==> config.mk <==
export PLATFORM = sky130hd
export DESIGN_NAME = dmem_bridge
export DESIGN_NICKNAME = d
export VERILOG_FILES = /design/src/rtl/dmem_bridge.sv
export SDC_FILE = /design/constraint.sdc
export NUM_CORES = 1
export LEC_CHECK = 0
export BUFFER_PORTS_ARGS = -buffer_cell sky130_fd_sc_hd__buf_2
export CAP_MARGIN = 15
export CORE_MARGIN = 10
export CORE_UTILIZATION = 41
export DETAILED_ROUTE_END_ITERATION = 8
export PLACE_DENSITY = 0.79
export SETUP_SLACK_MARGIN = 0.2
export SLEW_MARGIN = 25
export SYNTH_ARGS = -nofsm -noshare
export SYNTH_HDL_FRONTEND = slang
export SYNTH_SLANG_ARGS = --single-unit
export TNS_END_PERCENT = 30
==> constraint.sdc <==
create_clock -name clk -period 1.5 [get_ports clk]
set_input_delay 0.075 -clock clk [delete_from_list [all_inputs] [get_ports clk]]
set_output_delay 0.075 -clock clk [all_outputs]
set_load 0.005 [all_outputs]
==> src/rtl/dmem_bridge.sv <==
`timescale 1ns/1ps
// dmem_bridge: converts the MEM-stage combinational data request into a
// registered, held read/write handshake toward the L1 data cache. It stalls
// the pipeline until the cache responds and then returns the load data.
// A DONE state holds off re-issue while the pipeline is frozen by other
// hazards, so each MEM-stage instruction makes exactly one cache access.
// Optional feature macro: DMEM_BRIDGE_PERF_EN adds saturating performance
// counters (perf_reads, perf_writes, perf_stall_cycles).
module dmem_bridge #(
    parameter int unsigned PERF_W = 32
) (
    input  logic              clk,
    input  logic              rst,
    input  logic [31:0]       dmem_address,
    input  logic [3:0]        dmem_rmask,
    input  logic [3:0]        dmem_wmask,
    input  logic [31:0]       dmem_wdata,
    input  logic              mem_advance,
    output logic [31:0]       dmem_rdata,
    output logic              dmem_stall,
    output logic [31:0]       cache_address,
    output logic              cache_read,
    output logic              cache_write,
    output logic [3:0]        cache_byte_enable,
    output logic [31:0]       cache_wdata,
    input  logic [31:0]       cache_rdata,
    input  logic              cache_resp
`ifdef DMEM_BRIDGE_PERF_EN
    ,
    output logic [PERF_W-1:0] perf_reads,
    output logic [PERF_W-1:0] perf_writes,
    output logic [PERF_W-1:0] perf_stall_cycles
`endif
);

    typedef enum logic [1:0] {
        IDLE = 2'd0,
        BUSY = 2'd1,
        DONE = 2'd2
    } state_t;

    state_t      state_reg;
    state_t      state_next;

    logic        req;
    logic        is_write_req;
    logic        read_reg;
    logic        write_reg;
    logic [31:0] address_reg;
    logic [3:0]  byte_enable_reg;
    logic [31:0] wdata_reg;
    logic [31:0] rdata_reg;

    // The cache works on whole words; byte placement is carried by the mask.
    logic        unused_addr_bits;
    assign unused_addr_bits = ^dmem_address[1:0];

    // Parameter sanity check at elaboration time.
    if (PERF_W < 1) begin : g_perf_w_check
        $error("PERF_W must be at least 1");
    end

    // A write mask wins over a read mask when both are (illegally) set.
    assign req          = (dmem_rmask != 4'b0000) || (dmem_wmask != 4'b0000);
    assign is_write_req = (dmem_wmask != 4'b0000);

    assign cache_address     = address_reg;
    assign cache_read        = read_reg;
    assign cache_write       = write_reg;
    assign cache_byte_enable = byte_enable_reg;
    assign cache_wdata       = wdata_reg;
    assign dmem_rdata        = rdata_reg;

    // State register.
    always_ff @(posedge clk or negedge rst) begin
        if (!rst) begin
            state_reg <= IDLE;
        end else begin
            state_reg <= state_next;
        end
    end

    // Next-state logic and stall output; stall is qualified by rst so a
    // request seen during reset does not freeze the pipeline.
    always_comb begin
        state_next = state_reg;
        dmem_stall = 1'b0;
        case (state_reg)
            IDLE: begin
                dmem_stall = req & rst;
                if (req) begin
                    state_next = BUSY;
                end
            end
            BUSY: begin
                dmem_stall = 1'b1;
                if (cache_resp) begin
                    state_next = DONE;
                end
            end
            DONE: begin
                if (mem_advance) begin
                    state_next = IDLE;
                end
            end
            default: begin
                state_next = IDLE;
            end
        endcase
    end

    // Request capture on issue, strobe drop and load-data capture on response.
    always_ff @(posedge clk or negedge rst) begin
        if (!rst) begin
            read_reg        <= 1'b0;
            write_reg       <= 1'b0;
            address_reg     <= 32'h0;
            byte_enable_reg <= 4'h0;
            wdata_reg       <= 32'h0;
            rdata_reg       <= 32'h0;
        end else begin
            case (state_reg)
                IDLE: begin
                    if (req) begin
                        address_reg <= {dmem_address[31:2], 2'b00};
                        wdata_reg   <= dmem_wdata;
                        if (is_write_req) begin
                            write_reg       <= 1'b1;
                            byte_enable_reg <= dmem_wmask;
                        end else begin
                            read_reg        <= 1'b1;
                            byte_enable_reg <= dmem_rmask;
                        end
                    end
                end
                BUSY: begin
                    if (cache_resp) begin
                        read_reg  <= 1'b0;
                        write_reg <= 1'b0;
                        if (read_reg) begin
                            rdata_reg <= cache_rdata;
                        end
                    end
                end
                default: begin
                end
            endcase
        end
    end

`ifdef DMEM_BRIDGE_PERF_EN
    logic [PERF_W-1:0] perf_reads_reg;
    logic [PERF_W-1:0] perf_writes_reg;
    logic [PERF_W-1:0] perf_stall_reg;
    logic              issue;

    assign issue             = (state_reg == IDLE) && req;
    assign perf_reads        = perf_reads_reg;
    assign perf_writes       = perf_writes_reg;
    assign perf_stall_cycles = perf_stall_reg;

    // Saturating event counters: issues by kind and stalled cycles.
    always_ff @(posedge clk or negedge rst) begin
        if (!rst) begin
            perf_reads_reg  <= '0;
            perf_writes_reg <= '0;
            perf_stall_reg  <= '0;
        end else begin
            if (issue && !is_write_req && (perf_reads_reg != '1)) begin
                perf_reads_reg <= perf_reads_reg + 1'b1;
            end
            if (issue && is_write_req && (perf_writes_reg != '1)) begin
                perf_writes_reg <= perf_writes_reg + 1'b1;
            end
            if (dmem_stall && (perf_stall_reg != '1)) begin
                perf_stall_reg <= perf_stall_reg + 1'b1;
            end
        end
    end
`endif

endmodule

==> impl_summary.txt, run 1 <==
----------------------------------------------------
[Synthesis]
  Library cells used by synthesis ... 22
  Gate Count Post-Synth ... 244
  Summed instance area of the synthesized netlist ... 4060 um^2
  Sequential area share after synthesis ... 62.9%
  Average footprint of a synthesized cell ... 16.6 um^2
  Number of warning messages in the yosys log ... 0
  Register bit total from synthesis ... 102

[Timing]
  Total count of hold-check failures in the final report ... 0
  Worst slew margin ... 64.1%
  Fin Hold WS ... 0.0364 ns
  Post-layout worst setup margin ... 0.00399 ns
  Min Tclk post-route ... 1.50 ns
  Slew at the pin with the worst max-slew slack ... 0.538 ns
  Fin Clk Skew ... 0.0101 ns
  Final cycle utilization of the critical path ... 99.7%
  Highest achievable clock rate ... 668 MHz
  RSZ-0062 raised after global routing ... yes
  Number of setup violations in the final report ... 0
  Pins over their slew limit ... 0

[Final layout]
  Area Growth Syn to Fin ... 68.8%
  Top library cells by usage in the layout, fill and taps aside ... 205 x sky130_fd_sc_hd__buf_2, 102 x sky130_fd_sc_hd__dfrtp_1, 100 x sky130_fd_sc_hd__dlygate4sd3_1, 66 x sky130_fd_sc_hd__mux2_4, 28 x sky130_fd_sc_hd__mux2_2
  Storage element area ... 2550 um^2
  Area used by multi-input combinational logic ... 1560 um^2
  Layout cells sized above 1 ... 59.8%
  Filler cell count ... 635
  Ant. Diodes ... 0
  Most common cell after layout, fill and taps aside ... sky130_fd_sc_hd__buf_2
  Final net count ... 678

[Placement]
  Final weighted congestion in routability-driven placement ... 0.791
  Port bufs ... 206
  Placement Setup Slack ... -0.0386 ns
  Total half-perimeter wirelength after legalization and detailed placement ... 8.16 mm

[Clocking]
  CTS root buffer ... sky130_fd_sc_hd__clkbuf_8
  Max H-tree Level ... 3
  CTS tree ... done
  Clock latency on the worst-skew pair ... 0.39 ns
  TritonCTS Buffers ... 9
  Clock-pin slew on the worst setup and hold paths ... 0.09 ns
  CTS Buffer Depth ... 2
  Sinks on the clock net ... 102

[Drt]
  Post-route antenna net violation count ... 0
  Vias/cell ... 4.69
  Sum of routed wire length over all layers ... 13.9 mm
  Drt first-iter violations ... 139
  Detail-routed net length per standard cell ... 19.7 um
  First-pass detailed-route iteration total ... 4
  Remaining routing DRC violations ... 0
  Via count of the routed design ... 3316

[Die]
  Top-Level Pins ... 211
  Number of placement rows ... 36
  Initial cell density of the core ... 41.9%
  Floorplan Core Area ... 9680 um^2
  Die height ... 119 um
  Die X-Extent ... 119 um
  Die area ... 14300 um^2

[Worst setup path]
  Worst Setup Start Kind ... flip-flop
  Critical path required time ... 1.77 ns
  Top fanout value on the critical path ... 15
  CP Capture Type ... flip-flop
  Arrival time at the worst endpoint ... 1.77 ns
  Critical R2R Capture ... cache_wdata[4]
  FF-to-FF path depth ... 4
  Worst setup path category ... reg2reg
  Startpoint of the worst-slack reg-to-reg timing path ... state_reg[0]
  Minimum setup slack among reg-to-reg paths ... 0.004 ns

[Worst hold path]
  Worst Min Path Start ... dmem_wmask[3]
  Number of instances on the worst hold path ... 3
  Type of the most critical hold path ... in2reg
  Hold Path End ... cache_read

[Job]
  MaxCap Viol Count ... 0

[Power]
  Max rail drop VDD ... 1.43 mV
  Leakage component of the power ... 3.47 nW
  Pwr per Cell Area ... 1910 nW/um^2

[Outcome]
  Outcome ... finished, final reports clean

[GRT]
  First-pass GRT wire length ... 21.4 mm
  Number of antenna violations at the first check in global routing ... 0
  Overall overflow remaining after global route ... 0
  Maximum number of pins on one net before global-route repair ... 103
  GRT Util Overall ... 19.1%
  Via count of the first global-routing pass ... 3879

----------------------------------------------------
[repair_timing]
action | 4_1_cts | 5_1_grt
pin swaps | 2 | 2
gates resized for setup | 27 | 21
hold endpoints to repair | 201 | 0
setup buffers | 5 | 1
hold buffers | 100 | 0
endpoints found under the setup margin | 99 | 99
gates cloned | 3 | 2
[how the worst max path moves through the flow]
stage | from | end | slack, ns | cells after the start
after floorplan | state_reg[0] | cache_wdata[10] | 0.09 | 4
after global placement | state_reg[0] | cache_address[31] | 0.01 | 3
after detailed placement | state_reg[0] | cache_wdata[23] | -0.04 | 3
after CTS | state_reg[1] | cache_wdata[17] | 0.004 | 4
after global routing | state_reg[0] | cache_wdata[4] | -0.04 | 4
final | state_reg[0] | cache_wdata[4] | 0.004 | 4
[critical path, stage by stage, from the launching register on]
cell,delay [ns]
sky130_fd_sc_hd__dfrtp_1,0.43
sky130_fd_sc_hd__a211oi_4,0.26
sky130_fd_sc_hd__buf_12,0.19
sky130_fd_sc_hd__buf_16,0.18
sky130_fd_sc_hd__mux2_4,0.32
[cell families after synthesis]
kind of cell / synth area share [%]
other: 0.0924
AND/OR/NAND/NOR: 2.44
AO/OA/AOI/OAI: 2.65
buffers and inverters: 2.47
multiplexers: 29.4
flip-flops: 62.9
[report_power, final]
part           leakage [nW]  internal [mW]  switching, mW
clock                0.0824          0.641          0.921
sequential             1.22           4.15          0.806
combinational          2.16           4.09           2.44
[Yosys cell counts (all sizes together)]
cell     number  share of area, %
nand4b        1              0.22
nand2b        1              0.15
nor4          2              0.62
inv           1             0.092
dfrtp       102                63
nor3          5              0.62
a211oi        2              0.37
a21oi         1              0.12
nor2          2              0.19
or4           2              0.37
clkbuf        4              0.37
conb          1             0.092
mux2         94                29
a2bb2oi       5               1.1
buf          10               2.0
o41ai         1              0.22
o21ai         7              0.86
nand2         3              0.28
[per-layer routing]
layer | share of wire, % | wire, um | track usage (%) | vias to the layer above
met5 | 0 | 0 | 0 | -
met4 | 1.6 | 223 | 5.81 | 0
met3 | 8.7 | 1210 | 8.83 | 20
met2 | 52 | 7240 | 32.4 | 142
met1 | 38 | 5270 | 20.8 | 1641
li1 | - | - | - | 1513
[layout make-up]
cell class | count | area share [%]
clock buffers | 12 | 2.12
well taps | 133 | 2.43
flip-flops and latches | 102 | 37.3
inverters | 1 | 0.0548
clock inverters | 3 | 0.311
repair buffers | 328 | 35.0
multi-input cells | 128 | 22.8
[through the flow]
stage / TNS, ns / std cells / utilization, % / cell area [um^2] / power (mW)
2_1_floorplan: 0 / 245 / - / 4080 / 7.88
3_3_place_gp: 0 / 581 / 54.8 / 5310 / 9.85
3_5_place_dp: -0.457 / 581 / 54.8 / 5310 / 10.1
4_1_cts: 0 / 704 / 69.2 / 6700 / 12.6
5_1_grt: -1.17 / 707 / 70.7 / 6850 / 13.8
6_report: 0 / 707 / 70.7 / 6850 / 13.0
(Power assumes the default switching activity.)
==> inputs of run 2 (changes only) <==
--- a/config.mk
+++ b/config.mk
@@ -8,9 +8,10 @@
 export BUFFER_PORTS_ARGS = -buffer_cell sky130_fd_sc_hd__buf_2
 export CAP_MARGIN = 15
 export CORE_MARGIN = 10
-export CORE_UTILIZATION = 41
+export CORE_UTILIZATION = 42
+export CTS_BUF_LIST = sky130_fd_sc_hd__clkbuf_4 sky130_fd_sc_hd__clkbuf_8
 export DETAILED_ROUTE_END_ITERATION = 8
-export PLACE_DENSITY = 0.79
+export PLACE_DENSITY = 0.8
 export SETUP_SLACK_MARGIN = 0.2
 export SLEW_MARGIN = 25
 export SYNTH_ARGS = -nofsm -noshare
==> impl_summary.txt, run 2 (synthesized netlist as in run 1, its figures left out) <==
----------------------------------------------------
[Worst setup path]
  Worst Setup Start Kind ... flip-flop
  Cell Chain, Critical Path ... a211oi_4, buf_12, buf_4, mux2_2
  Arrival time at the worst endpoint ... 1.74 ns (-0.03 ns)
  Buf/Inv on CP ... 2 (unchanged)
  Critical path required time ... 1.73 ns (-0.04 ns)
  Top fanout value on the critical path ... 7 (-8)
  Library cell contributing the largest single delay on the critical path ... sky130_fd_sc_hd__dfrtp_1
  CP Capture Type ... flip-flop
  Top Family by Delay on Critical Path ... flip-flops
  Worst setup path category ... reg2reg
  Longest individual stage delay on the worst path ... 0.42 ns (about the same)

[Drt]
  First-pass detailed-route iteration total ... 4 (unchanged)
  Drt first-iter violations ... 175 (+26%)
  Sum of routed wire length over all layers ... 13.2 mm (-5.7%)
  Via count of the routed design ... 3265 (-1.5%)
  Post-route antenna net violation count ... 0 (unchanged)
  Detail-routed net length per standard cell ... 18.9 um (-4.0%)
  Vias/cell ... 4.70 (+0.16%)
  Remaining routing DRC violations ... 0 (unchanged)

[Worst hold path]
  Type of the most critical hold path ... in2reg

[GRT]
  GRT Util Overall ... 18.7% (-0.35 points)
  Via count of the first global-routing pass ... 3805 (-1.9%)
  Maximum number of pins on one net before global-route repair ... 103 (unchanged)
  Overall overflow remaining after global route ... 0 (unchanged)
  First-pass GRT wire length ... 21.3 mm (-0.32%)
  Number of antenna violations at the first check in global routing ... 2 (+2)

[Timing]
  Total count of hold-check failures in the final report ... 0 (unchanged)
  RSZ-0062 raised after global routing ... yes
  Min Tclk post-route ... 1.51 ns (+0.0133 ns)
  Worst slew margin ... 64.8% (+0.63 points)
  Post-layout worst setup margin ... -0.00936 ns (-0.0133 ns)
  Pins over their slew limit ... 0 (unchanged)
  Slew at the pin with the worst max-slew slack ... 0.528 ns (-0.00948 ns)
  Number of setup violations in the final report ... 8 (+8)
  Highest achievable clock rate ... 663 MHz (-0.88%)
  Fin Clk Skew ... 0.0117 ns (+0.00157 ns)
  Final cycle utilization of the critical path ... 101% (+0.89 points)

[Die]
  Number of placement rows ... 35 (-2.8%)
  Die height ... 118 um (-1.0%)
  Initial cell density of the core ... 43.5% (+1.6 points)
  Floorplan Core Area ... 9330 um^2 (-3.7%)
  Die X-Extent ... 118 um (-1.0%)
  Top-Level Pins ... 211 (unchanged)
  Die area ... 14000 um^2 (-2.0%)

[Clocking]
  Clock-pin slew on the worst setup and hold paths ... 0.09 ns (about the same)
  CTS Buffer Depth ... 2 (unchanged)
  Clock latency on the worst-skew pair ... 0.35 ns (-0.04 ns)
  Sinks on the clock net ... 102 (unchanged)
  Max H-tree Level ... 3 (unchanged)
  CTS root buffer ... sky130_fd_sc_hd__clkbuf_8
  TritonCTS Buffers ... 9 (unchanged)
  CTS tree ... done

[Placement]
  Port bufs ... 206 (unchanged)
  Standard cell area after detailed placement ... 5360 um^2 (+1.0%)
  Placed cell count ... 580 (-0.17%)
  Final weighted congestion in routability-driven placement ... 0.761 (-3.8%)
  Total half-perimeter wirelength after legalization and detailed placement ... 8.30 mm (+1.7%)

[Power]
  Max rail drop VDD ... 1.14 mV (-21%)
  Pwr per Cell Area ... 1920 nW/um^2 (+0.91%)
  Leakage component of the power ... 3.50 nW (+1.1%)

[Job]
  MaxCap Viol Count ... 0 (unchanged)

[Final layout]
  Area Growth Syn to Fin ... 66.8%
  Cell area after layout ... 6770 um^2 (-1.2%)
  Cell Count, Final, Fillers Out ... 695 (-1.7%)
  Layout cells sized above 1 ... 59.2% (-0.54 points)
  Top library cells by usage in the layout, fill and taps aside ... 205 x sky130_fd_sc_hd__buf_2, 102 x sky130_fd_sc_hd__dfrtp_1, 97 x sky130_fd_sc_hd__dlygate4sd3_1, 86 x sky130_fd_sc_hd__mux2_4
  Final net count ... 670 (-1.2%)
  Most common cell after layout, fill and taps aside ... sky130_fd_sc_hd__buf_2

[Outcome]
  Failing checks ... setup timing
  Outcome ... finished with violations

----------------------------------------------------
run 2: through the flow:
stage | util (%) | hold slack (ns) | setup TNS, ns | worst slack (ns) | total power [mW]
after floorplan | - | -0.221 | 0 | 0.0936 | 7.88
final | 72.6 | 0.0456 | -0.0350 | -0.00936 | 13.0
after detailed placement | 57.5 | 0.230 | -0.178 | -0.0166 | 10.3
after CTS | 72.5 | 0.0238 | 0 | 0.00249 | 13.1
after global placement | 57.5 | 0.219 | -0.0933 | -0.00760 | 10.1
after global routing | 72.6 | 0.0473 | -0.641 | -0.0379 | 13.8
run 2: path summary, 6_finish.rpt:
path	startpoint	end	slack, ns	cells past startpoint
worst max register to register	state_reg[1]	cache_wdata[16]	-0.009	4
worst max-delay path	state_reg[1]	cache_wdata[16]	-0.009	4
worst min register to register	cache_wdata[12]	cache_wdata[12]	0.50	1
worst min-delay path	dmem_wmask[3]	cache_byte_enable[3]	0.05	3
max in group asynchronous	rst	cache_address[28]	0.69	3
min in group asynchronous	rst	dmem_rdata[20]	0.41	3
run 2: final cells by class:
type                            instances  area, um^2
Fill cell                             587        2560
Sequential cell                       102        2550
Timing Repair Buffer                  320        2230
Multi-Input combinational cell        128        1610
Tap cell                              129         161
Clock buffer                           11         139
Clock inverter                          2        60.1
Antenna cell                            2        5.00
Inverter                                1        3.75
run 2: worst min-delay path: cells and delay by family:
kind | cells | cell delay (ns)
AO/OA/AOI/OAI | 1 | 0.13
buffers and inverters | 1 | 0.10
AND/OR/NAND/NOR | 1 | 0.05
run 2: power by group:
part	switching (mW)	internal (mW)	total [mW]
clock	0.844	0.952	1.80
sequential	0.797	4.16	4.95
combinational	2.28	3.98	6.27
run 2: layer usage:
metal | up-vias | global-route usage [%] | wire [um]
li1 | 1495 | - | -
met1 | 1628 | 20.5 | 4900
met2 | 127 | 33.3 | 7060
met3 | 15 | 6.33 | 1020
met4 | 0 | 6.03 | 181
met5 | - | 0 | 0
run 2: timing repair:
item                                    4_1_cts  5_1_grt
hold buffers                                 97        0
pin swaps                                     2        0
setup buffers                                 3        0
resized for setup                            54        1
endpoints found under the setup margin       95       96
endpoints found under the hold margin       198        0
